File: config.mk
export PLATFORM = sky130hd
export DESIGN_NAME = fft_err_pos_reader
export DESIGN_NICKNAME = d
export VERILOG_FILES = /design/src/rtl/fft_err_pos_reader.sv
export SDC_FILE = /design/constraint.sdc
export NUM_CORES = 1
export LEC_CHECK = 0
export ABC_AREA = 1
export ABC_CLOCK_PERIOD_IN_PS = 3400
export BUFFER_PORTS_ARGS = -buffer_cell sky130_fd_sc_hd__clkbuf_2
export CORE_MARGIN = 4
export CORE_UTILIZATION = 30
export DETAILED_ROUTE_END_ITERATION = 12
export PLACE_DENSITY = 0.61
export SYNTH_ARGS = -nofsm -noshare
export SYNTH_HDL_FRONTEND = slang
export SYNTH_SLANG_ARGS = --single-unit
File: constraint.sdc
create_clock -name clk_i -period 3.4 [get_ports clk_i]
set_clock_uncertainty 0.15 [all_clocks]
set_input_delay 0.34 -clock clk_i [delete_from_list [all_inputs] [get_ports clk_i]]
set_output_delay 0.34 -clock clk_i [all_outputs]
set_load 0.02 [all_outputs]
File: src/rtl/fft_err_pos_reader.sv
// ---------------------------------------------------------------------------
// fft_err_pos_reader
//
// Reader side of the decap FFT result RAM. Scans RAM addresses 0..N1-1 and
// reports every address whose DW-bit evaluation is zero as an error position.
// Positions leave in ascending order on a ready/valid stream through a
// 2-entry registered FIFO. An error count and a failure flag (count > DELTA)
// accompany the stream and are held until the next start.
//
// Optional feature macro: FFT_ERR_BITMAP_EN
//   defined   -> err_map_o is a registered bitmap of error positions
//   undefined -> err_map_o is tied to zero and no bitmap register is built
//
// Ports:
//   clk_i, rst_i      clock, synchronous active-high reset
//   start_i           one-cycle start pulse, ignored unless idle
//   busy_o, done_o    scan in progress / one-cycle completion pulse
//   ram_rd_o          RAM read strobe
//   ram_addr_o        RAM read address (valid with ram_rd_o)
//   ram_dout_i        RAM read data, valid one cycle after ram_rd_o
//   pos_o             error position at the FIFO head
//   pos_valid_o       pos_o valid
//   pos_ready_i       consumer accepts pos_o
//   err_cnt_o         number of zero evaluations found
//   fail_o            err_cnt_o exceeds DELTA
//   err_map_o         per-position error bitmap
// ---------------------------------------------------------------------------
module fft_err_pos_reader #(
    parameter int AW    = 8,
    parameter int DW    = 8,
    parameter int N1    = 46,
    parameter int DELTA = 15
) (
    input  logic          clk_i,
    input  logic          rst_i,
    input  logic          start_i,
    output logic          busy_o,
    output logic          done_o,
    output logic          ram_rd_o,
    output logic [AW-1:0] ram_addr_o,
    input  logic [DW-1:0] ram_dout_i,
    output logic [AW-1:0] pos_o,
    output logic          pos_valid_o,
    input  logic          pos_ready_i,
    output logic [AW:0]   err_cnt_o,
    output logic          fail_o,
    output logic [N1-1:0] err_map_o
);

    typedef enum logic [1:0] {IDLE, SCAN, DRAIN} state_t;

    state_t        state_q, state_d;
    logic [AW-1:0] rd_addr_q, rd_addr_d;
    logic [AW-1:0] ret_addr_q, ret_addr_d;
    logic          inflight_q, inflight_d;
    logic [AW-1:0] fifo_mem_q [2];
    logic [AW-1:0] fifo_mem_d [2];
    logic          wr_ptr_q, wr_ptr_d;
    logic          rd_ptr_q, rd_ptr_d;
    logic [1:0]    fifo_cnt_q, fifo_cnt_d;
    logic [AW:0]   err_cnt_q, err_cnt_d;
    logic [AW:0]   cnt_inc;
    logic          fail_q, fail_d;

    logic          pop;
    logic          hit;
    logic          issue;
    logic          drained;
    logic [2:0]    occupancy;

    // Occupancy the FIFO will have once this cycle's pop and the pending
    // return are accounted for. Issuing only while it is below 2 leaves room
    // for the new read's return even if every evaluation is zero.
    always_comb begin
        pop       = (fifo_cnt_q != 2'd0) && pos_ready_i;
        hit       = inflight_q && (ram_dout_i == '0);
        occupancy = {1'b0, fifo_cnt_q} + {2'b00, inflight_q} - {2'b00, pop};
        issue     = (state_q == SCAN) && (occupancy < 3'd2);
        drained   = (state_q == DRAIN) && !inflight_q && (fifo_cnt_q == 2'd0);
        cnt_inc   = err_cnt_q + (AW+1)'(1);
    end

    always_comb begin
        state_d    = state_q;
        rd_addr_d  = rd_addr_q;
        ret_addr_d = ret_addr_q;
        inflight_d = issue;
        fifo_mem_d = fifo_mem_q;
        wr_ptr_d   = wr_ptr_q;
        rd_ptr_d   = rd_ptr_q;
        fifo_cnt_d = fifo_cnt_q;
        err_cnt_d  = err_cnt_q;
        fail_d     = fail_q;

        case (state_q)
            IDLE:    if (start_i) state_d = SCAN;
            SCAN:    if (issue && (rd_addr_q == AW'(N1 - 1))) state_d = DRAIN;
            DRAIN:   if (drained) state_d = IDLE;
            default: state_d = IDLE;
        endcase

        // The issued address is kept so the return one cycle later can be
        // tagged with the position it belongs to.
        if (issue) begin
            rd_addr_d  = rd_addr_q + AW'(1);
            ret_addr_d = rd_addr_q;
        end

        if (hit) begin
            fifo_mem_d[wr_ptr_q] = ret_addr_q;
            wr_ptr_d             = ~wr_ptr_q;
            err_cnt_d            = cnt_inc;
            if (cnt_inc > (AW+1)'(DELTA)) fail_d = 1'b1;
        end

        if (pop) rd_ptr_d = ~rd_ptr_q;

        case ({hit, pop})
            2'b10:   fifo_cnt_d = fifo_cnt_q + 2'd1;
            2'b01:   fifo_cnt_d = fifo_cnt_q - 2'd1;
            default: fifo_cnt_d = fifo_cnt_q;
        endcase

        // An accepted start wipes the previous scan's results.
        if ((state_q == IDLE) && start_i) begin
            rd_addr_d  = '0;
            err_cnt_d  = '0;
            fail_d     = 1'b0;
            wr_ptr_d   = 1'b0;
            rd_ptr_d   = 1'b0;
            fifo_cnt_d = 2'd0;
        end
    end

    always_ff @(posedge clk_i) begin
        if (rst_i) begin
            state_q       <= IDLE;
            rd_addr_q     <= '0;
            ret_addr_q    <= '0;
            inflight_q    <= 1'b0;
            fifo_mem_q[0] <= '0;
            fifo_mem_q[1] <= '0;
            wr_ptr_q      <= 1'b0;
            rd_ptr_q      <= 1'b0;
            fifo_cnt_q    <= 2'd0;
            err_cnt_q     <= '0;
            fail_q        <= 1'b0;
        end else begin
            state_q       <= state_d;
            rd_addr_q     <= rd_addr_d;
            ret_addr_q    <= ret_addr_d;
            inflight_q    <= inflight_d;
            fifo_mem_q[0] <= fifo_mem_d[0];
            fifo_mem_q[1] <= fifo_mem_d[1];
            wr_ptr_q      <= wr_ptr_d;
            rd_ptr_q      <= rd_ptr_d;
            fifo_cnt_q    <= fifo_cnt_d;
            err_cnt_q     <= err_cnt_d;
            fail_q        <= fail_d;
        end
    end

`ifdef FFT_ERR_BITMAP_EN
    logic [N1-1:0] err_map_q, err_map_d;

    // The returned address is compared against each bit position so the
    // index never needs to be narrowed to the bitmap width.
    always_comb begin
        err_map_d = err_map_q;
        if ((state_q == IDLE) && start_i) begin
            err_map_d = '0;
        end else begin
            for (int p = 0; p < N1; p++) begin
                if (hit && (ret_addr_q == AW'(p))) err_map_d[p] = 1'b1;
            end
        end
    end

    always_ff @(posedge clk_i) begin
        if (rst_i) err_map_q <= '0;
        else       err_map_q <= err_map_d;
    end

    assign err_map_o = err_map_q;
`else
    assign err_map_o = '0;
`endif

    assign busy_o      = (state_q != IDLE);
    assign done_o      = drained;
    assign ram_rd_o    = issue;
    assign ram_addr_o  = rd_addr_q;
    assign pos_o       = fifo_mem_q[rd_ptr_q];
    assign pos_valid_o = (fifo_cnt_q != 2'd0);
    assign err_cnt_o   = err_cnt_q;
    assign fail_o      = fail_q;

endmodule

==> qor.yml, run 1 <==
cells_and_area:
  fin_area_um2: 2879
  finalNonFillerCells: 512
  layout_commonest_cell: "inv_1"
  num-nets-final: 422
  syn2layout_area_growth_pct: 6.924
  n_fill_cell: 955
  antenna_cells: 0
  drive_above_1_share: 0.1535
  mostFrequentLayoutCells: "inv_1, dfxtp_1, nand2_1"
floorplan:
  dieArea_um2: 10550
  row_count: 34
  die_h_um: 102.7
  start_util: 0.3088
  fp.dieW_um: 102.7
  ios: 88
  core_um2: 8721
setup_path:
  critPathKind: "flop to primary output"
  worst_r2r_path_depth: 11
  cp_max_fo: 10
  worst-endpoint-arrival_ns: 2.68
  crit_path_start: "fifo_cnt_q[1]$_SDFFE_PP0P_"
  end_kind: "primary output"
  crit_end: "ram_rd_o"
  startpoint_type: "flop"
  rr_endpoint: "ram_addr_o[4]$_SDFFE_PP0P_"
  critical_path_required_ns: 2.91
  regToRegStartpoint: "fifo_cnt_q[1]$_SDFFE_PP0P_"
  rrSetupSlack_ns: 0.54
detailed_routing:
  dr.first_iter.drc_count: 82
  wire_per_inst_um: 10.85
  viasPerCell: 4.318
  num_vias: 2211
  route.detailed.drc: 0
  wl_mm: 5.557
  drt_pass1_iterations: 4
  final_antenna_net_count: 0
sta:
  slew_headroom: 0.6403
  timing.final.crit_share: 0.9330
  tns_ns: 0
  hold_viol: 0
  min_period_ns: 3.172
  grt_setup_unrepaired: "no"
  finalSetupViolCount: 0
  tightestPinTransition_ns: 0.5388
  fmax_mhz: 315.2
  slew_violations: 0
place:
  io_buffers: 41
  hpwl_mm: 4.204
  place.gp.congestion: 0.7998
  dp.cells: 504
  dpl_cell_area_um2: 2785
grt:
  grt-ovfl-total: 0
  met1_usage: 0.1342
  grt_pass1_vias: 1961
  use_met3: 0.02300
  antenna_found_initial: 0
  grtUsageTotal: 0.1044
  grt-busiest-layer: "met2"
  grt_pass1_wl_mm: 8.928
  grtUsageMet2: 0.1778
  grt_max_degree: 24
power_and_ir_drop:
  pwr-share-clk: 0.345
  p_sw_mw: 0.3103
  comb_power_share: 0.098
  peakVddDrop_mv: 0.1611
  p_leak_nw: 1.268
  p_per_area_nw_per_um2: 368.7
  intPower_mw: 0.7511
  seq_power_share: 0.557
  sw_frac_of_total: 0.2923
clock_tree:
  clkTransAtPathRegs_ns: 0.10
  cts_setup_buffers: 0
  cts_tree: "done"
  h-tree-depth: 2
  clock_latency_ns: 0.31
  root_buffer: "clkbuf_8"
  cts_buffer_depth: 2
  cts.sinks: 49
  cts_buffers: 5
  holdBufCountCts: 0
  ctsResizeCount: 0
synth:
  ys_seq_elements: 49
  synth-seq-area-share: 0.3643
  yosys_warnings: 0
  synth_area_um2: 2693
  post_synth.cell_area_avg_um2: 7.377
  syn_inst: 365
  netlist-cell-type-count: 31
hold_path:
  hold_class: "input port to flop"
status:
  status: "finished, final reports clean"
run:
  maxCapViolCount: 0
power groups by stage:
stage | clock network, mW | registers [mW] | logic, mW
final | 0.366 | 0.591 | 0.104
after global routing | 0.398 | 0.593 | 0.117
after CTS | 0.375 | 0.591 | 0.103
after detailed placement | 0 | 0.604 | 0.103
after global placement | 0 | 0.604 | 0.102
after floorplan | 0 | 0.604 | 0.125
state kept, by name, summed over array words and instances, names as in the netlist, 2 cells and up:
signal,cells
ram_addr_o,8
fifo_cnt_q,2
state_q,2
fifo_mem_q,16
err_cnt_o,9
ret_addr_q,8
Yosys cell counts:
cell type	n	area share
inv_1	52	0.072
buf_4	49	0.14
dfxtp_1	49	0.36
nand2_1	48	0.067
nor2_1	42	0.059
o21ai_0	25	0.046
a21oi_1	22	0.041
a211oi_1	16	0.045
nand3_1	10	0.019
nand4_1	7	0.016
ha_1	6	0.028
buf_6	5	0.021
a31oi_1	4	0.0093
clkbuf_1	4	0.0056
nand2_2	4	0.0093
nor3_1	3	0.0056
nor3b_1	2	0.0056
nor4_1	2	0.0046
o21ai_1	2	0.0037
xor2_1	2	0.0065
a211oi_2	1	0.0046
a41oi_1	1	0.0033
conb_1	1	0.0014
fa_1	1	0.0074
inv_2	1	0.0014
nand3_2	1	0.0037
nor2_2	1	0.0023
o21a_1	1	0.0028
o21bai_1	1	0.0028
or2_2	1	0.0023
xnor2_1	1	0.0033
layer usage:
metal / share of wire / wire, um
met5: 0 / 0
met4: 0.0085 / 47
met3: 0.055 / 307
met2: 0.48 / 2680
met1: 0.45 / 2521
worst min path at each step:
stage / start / end / slack, ns / cells after the start
2_1_floorplan: rst_i / fifo_mem_q[0]$_SDFFE_PP0P_ / 0.27 / 1
3_3_place_gp: fifo_mem_q[1]$_SDFFE_PP0P_ / fifo_mem_q[1]$_SDFFE_PP0P_ / 0.29 / 2
3_5_place_dp: fifo_mem_q[6]$_SDFFE_PP0P_ / fifo_mem_q[6]$_SDFFE_PP0P_ / 0.29 / 2
4_1_cts: start_i / state_q[0]$_SDFFE_PP0P_ / 0.19 / 3
5_1_grt: start_i / state_q[0]$_SDFFE_PP0P_ / 0.20 / 3
6_report: start_i / state_q[0]$_SDFFE_PP0P_ / 0.19 / 3
cell families (layout without fill, tap and decap cells):
kind of cell             after synthesis  after routing  share of synthesized area
AO/OA/AOI/OAI                         73             73                     0.1585
XOR/XNOR                               3              3                   0.009760
adder cells (fa/ha/maj)                7              7                    0.03532
buffers and inverters                111            105                     0.2370
flip-flops                            49             49                     0.3643
other                                  1             46                   0.001393
AND/OR/NAND/NOR                      121            121                     0.1938
cell type report:
class | instances | area, um^2 | share of cell area
clock buffers | 5 | 68.82 | 0.02390
inverters | 53 | 198.9 | 0.06910
flip-flops and latches | 49 | 980.9 | 0.3407
multi-input cells | 250 | 1242 | 0.4316
repair buffers | 44 | 227.7 | 0.07910
well taps | 108 | 135.1 | 0.04694
clock inverters | 3 | 25.02 | 0.008692
worst max-delay path, stage by stage (launching register included):
cell and delay (ns):
dfxtp_1 0.44, nor2_1 0.11, nor2_1 0.22, ha_1 0.28, or2_2 0.30, fa_1 0.38, xnor2_1 0.15, nand3_1 0.12
inv_2 0.16, clkbuf_2 0.20
stage by stage:
step	setup WS, ns	hold WS, ns	power, mW	util
6_report	0.2278	0.1896	1.061	0.3301
5_1_grt	0.06466	0.2029	1.107	0.3301
4_1_cts	0.1323	0.1898	1.069	0.3301
3_5_place_dp	0.4761	0.2936	0.7075	0.3194
3_3_place_gp	0.6051	0.2947	0.7064	0.3194
2_1_floorplan	0.8382	0.2685	0.7292	-
Note: power is estimated with default switching activity, not from simulation.
==> run 2, diff against run 1 <==
- CORE_MARGIN: 4 -> 3
==> run 2 against run 1 <==
  * Flip-flop and latch count stayed put
  * Non-clock buffer count did not move
  * Combinational power about the same
  * Worst setup slack better by 0.10 ns
  * Utilization grew 0.97 points
  * First-iteration DRC count rose by 24%
  * Clock power about the same
  * Fmax grew 3.3%
  * Final cell count decreased by 0.59%
  * Hold slack improved by 0.0047 ns
  * Critical path type unchanged
  * Largest power group unchanged
==> qor.yml, run 2 (same netlist as run 1, synthesis figures left out) <==
setup_path:
  cpPeakStageDelay_ns: 0.44  # about the same
  cp_max_fo: 8  # -2
  end_kind: "primary output"
  critPathKind: "flop to primary output"
  crit_buf_inv: 2  # unchanged
  worst_r2r_path_depth: 11  # unchanged
  cp_top_family: "simple AND/OR/NAND/NOR gates"
  critical_path_required_ns: 2.91  # about the same
  path_common_cell: "nor2_1"
  rr_endpoint: "ram_addr_o[4]$_SDFFE_PP0P_"
  crit_chain: "nor2_1 > nor2_1 > ha_1 > or2_2 > fa_1 > xnor2_1 > nand3_1 > inv_2 > clkbuf_2"
  worst-endpoint-arrival_ns: 2.58  # -0.10 ns
  crit_slowest_cell: "dfxtp_1"
  rrSetupSlack_ns: 0.64  # +0.10 ns
  regToRegStartpoint: "fifo_cnt_q[1]$_SDFFE_PP0P_"
  startpoint_type: "flop"
cells_and_area:
  antenna_cells: 0  # unchanged
  n_fill_cell: 910  # -4.7%
  finalNonFillerCells: 509  # -0.59%
  num-nets-final: 422  # unchanged
  fin_area_um2: 2877  # about the same
  layout_commonest_cell: "inv_1"
  drive_above_1_share: 0.1535  # unchanged
  final_util: 0.3398  # +0.009708
  top_register: "fifo_mem_q"
  syn2layout_area_growth_pct: 6.831  # about the same
  largest_reg_flops: 16  # unchanged
  mostFrequentLayoutCells: "inv_1, dfxtp_1, nand2_1"
clock_tree:
  h-tree-depth: 2  # unchanged
  cts_tree: "done"
  cts.sinks: 49  # unchanged
  clkTransAtPathRegs_ns: 0.10  # about the same
  cts_buffer_depth: 2  # unchanged
  cts_buffers: 5  # unchanged
  root_buffer: "clkbuf_8"
  holdBufCountCts: 0  # unchanged
  clock_latency_ns: 0.31  # about the same
grt:
  grt_max_degree: 24  # unchanged
  grt_pass1_vias: 1956  # -0.25%
  antenna_found_initial: 0  # unchanged
  grt-ovfl-total: 0  # unchanged
  grt_pass1_wl_mm: 9.108  # +2.0%
  grtUsageTotal: 0.1097  # +0.005343
sta:
  slew_headroom: 0.6422  # +0.001885
  grt_setup_unrepaired: "no"
  hold_viol: 0  # unchanged
  tightestPinTransition_ns: 0.5360  # -0.002824 ns
  tns_ns: 0  # unchanged
  slew_violations: 0  # unchanged
  min_period_ns: 3.070  # -0.1019 ns
  timing.final.crit_share: 0.9030  # -0.02998
  finalSetupViolCount: 0  # unchanged
  fmax_mhz: 325.7  # +3.3%
  whs_ns: 0.1944  # +0.004711 ns
detailed_routing:
  wl_mm: 5.517  # -0.72%
  final_antenna_net_count: 0  # unchanged
  viasPerCell: 4.354  # +0.82%
  route.detailed.drc: 0  # unchanged
  num_vias: 2216  # +0.23%
  drt_pass1_iterations: 4  # unchanged
  dr.first_iter.drc_count: 102  # +24%
  wire_per_inst_um: 10.84  # -0.13%
power_and_ir_drop:
  p_leak_nw: 1.266  # -0.19%
  peakVddDrop_mv: 0.1832  # +14%
  pwr-share-clk: 0.347  # +0.002
  p_sw_mw: 0.3127  # +0.78%
  intPower_mw: 0.7521  # +0.13%
  comb_power_share: 0.098  # about the same
  seq_power_share: 0.555  # -0.002
  sw_frac_of_total: 0.2937  # +0.001340
  p_per_area_nw_per_um2: 370.2  # +0.41%
hold_path:
  min_from: "start_i"
  whs_path_depth: 3  # unchanged
  hold_class: "input port to flop"
  whs_endpoint: "state_q[0]$_SDFFE_PP0P_"
status:
  status: "finished, final reports clean"
floorplan:
  start_util: 0.3181  # +0.009356
  dieArea_um2: 10150  # -3.9%
  die_h_um: 100.7  # -1.9%
  row_count: 33  # -2.9%
  core_um2: 8464  # -2.9%
  fp.dieW_um: 100.7  # -1.9%
  ios: 88  # unchanged
place:
  hpwl_mm: 4.150  # -1.3%
  dp.cells: 501  # -0.60%
  place.gp.congestion: 0.7744  # -3.2%
  dpl_cell_area_um2: 2781  # -0.13%
  io_buffers: 41  # unchanged
run:
  maxCapViolCount: 0  # unchanged
[run 2: worst max-delay path by stage]
stage	to	slack [ns]	depth (start not counted)	from
finish	ram_rd_o	0.33	9	fifo_cnt_q[1]$_SDFFE_PP0P_
global route	ram_rd_o	0.08	9	fifo_cnt_q[1]$_SDFFE_PP0P_
CTS	ram_rd_o	0.23	9	fifo_cnt_q[1]$_SDFFE_PP0P_
detailed placement	ram_rd_o	0.57	9	fifo_cnt_q[1]$_SDFFE_PP0P_
global placement	ram_rd_o	0.65	9	fifo_cnt_q[1]$_SDFFE_PP0P_
floorplan	ram_rd_o	0.84	9	fifo_cnt_q[1]$_SDFFE_PP0P_
[run 2: final cells by class]
| cell class | count | area (um^2) | share of cell area |
|---|---|---|---|
| clock inverters | 3 | 26.28 | 0.009134 |
| clock buffers | 5 | 68.82 | 0.02392 |
| multi-input cells | 250 | 1242 | 0.4319 |
| inverters | 53 | 198.9 | 0.06916 |
| flip-flops and latches | 49 | 980.9 | 0.3410 |
| repair buffers | 44 | 227.7 | 0.07916 |
| well taps | 105 | 131.4 | 0.04567 |
[run 2: through the flow]
stage / setup WS [ns] / power, mW
final: 0.3297 / 1.065
after global routing: 0.08092 / 1.114
after CTS: 0.2318 / 1.080
after detailed placement: 0.5708 / 0.7080
after global placement: 0.6472 / 0.7072
after floorplan: 0.8382 / 0.7292
[run 2: power by group through the flow]
stage / sequential [mW] / combinational [mW] / clock [mW]
floorplan: 0.604 / 0.125 / 0
global placement: 0.604 / 0.103 / 0
detailed placement: 0.605 / 0.104 / 0
CTS: 0.591 / 0.104 / 0.385
global route: 0.593 / 0.117 / 0.403
finish: 0.591 / 0.104 / 0.369
[run 2: timing repair]
item                       in CTS  in global routing
setup endpoints to repair       0                  1
gates resized for setup         0                  1
buffers inserted                0                  0
[run 2: worst reg2reg max path, cell delays in order (launching register included)]
cell     delay, ns
dfxtp_1       0.44
nor2_1        0.11
nor2_1        0.20
ha_1          0.26
or2_2         0.30
fa_1          0.38
xnor2_1       0.14
nand3_1       0.11
buf_4         0.20
nor2_1        0.17
a21oi_1       0.09
nor3_1        0.15
[run 2: per-layer routing]
metal / GRT usage / part of all wire
met5: 0 / 0
met3: 0.02630 / 0.062
met2: 0.1792 / 0.46
met1: 0.1440 / 0.47
met4: 0.03109 / 0.0063
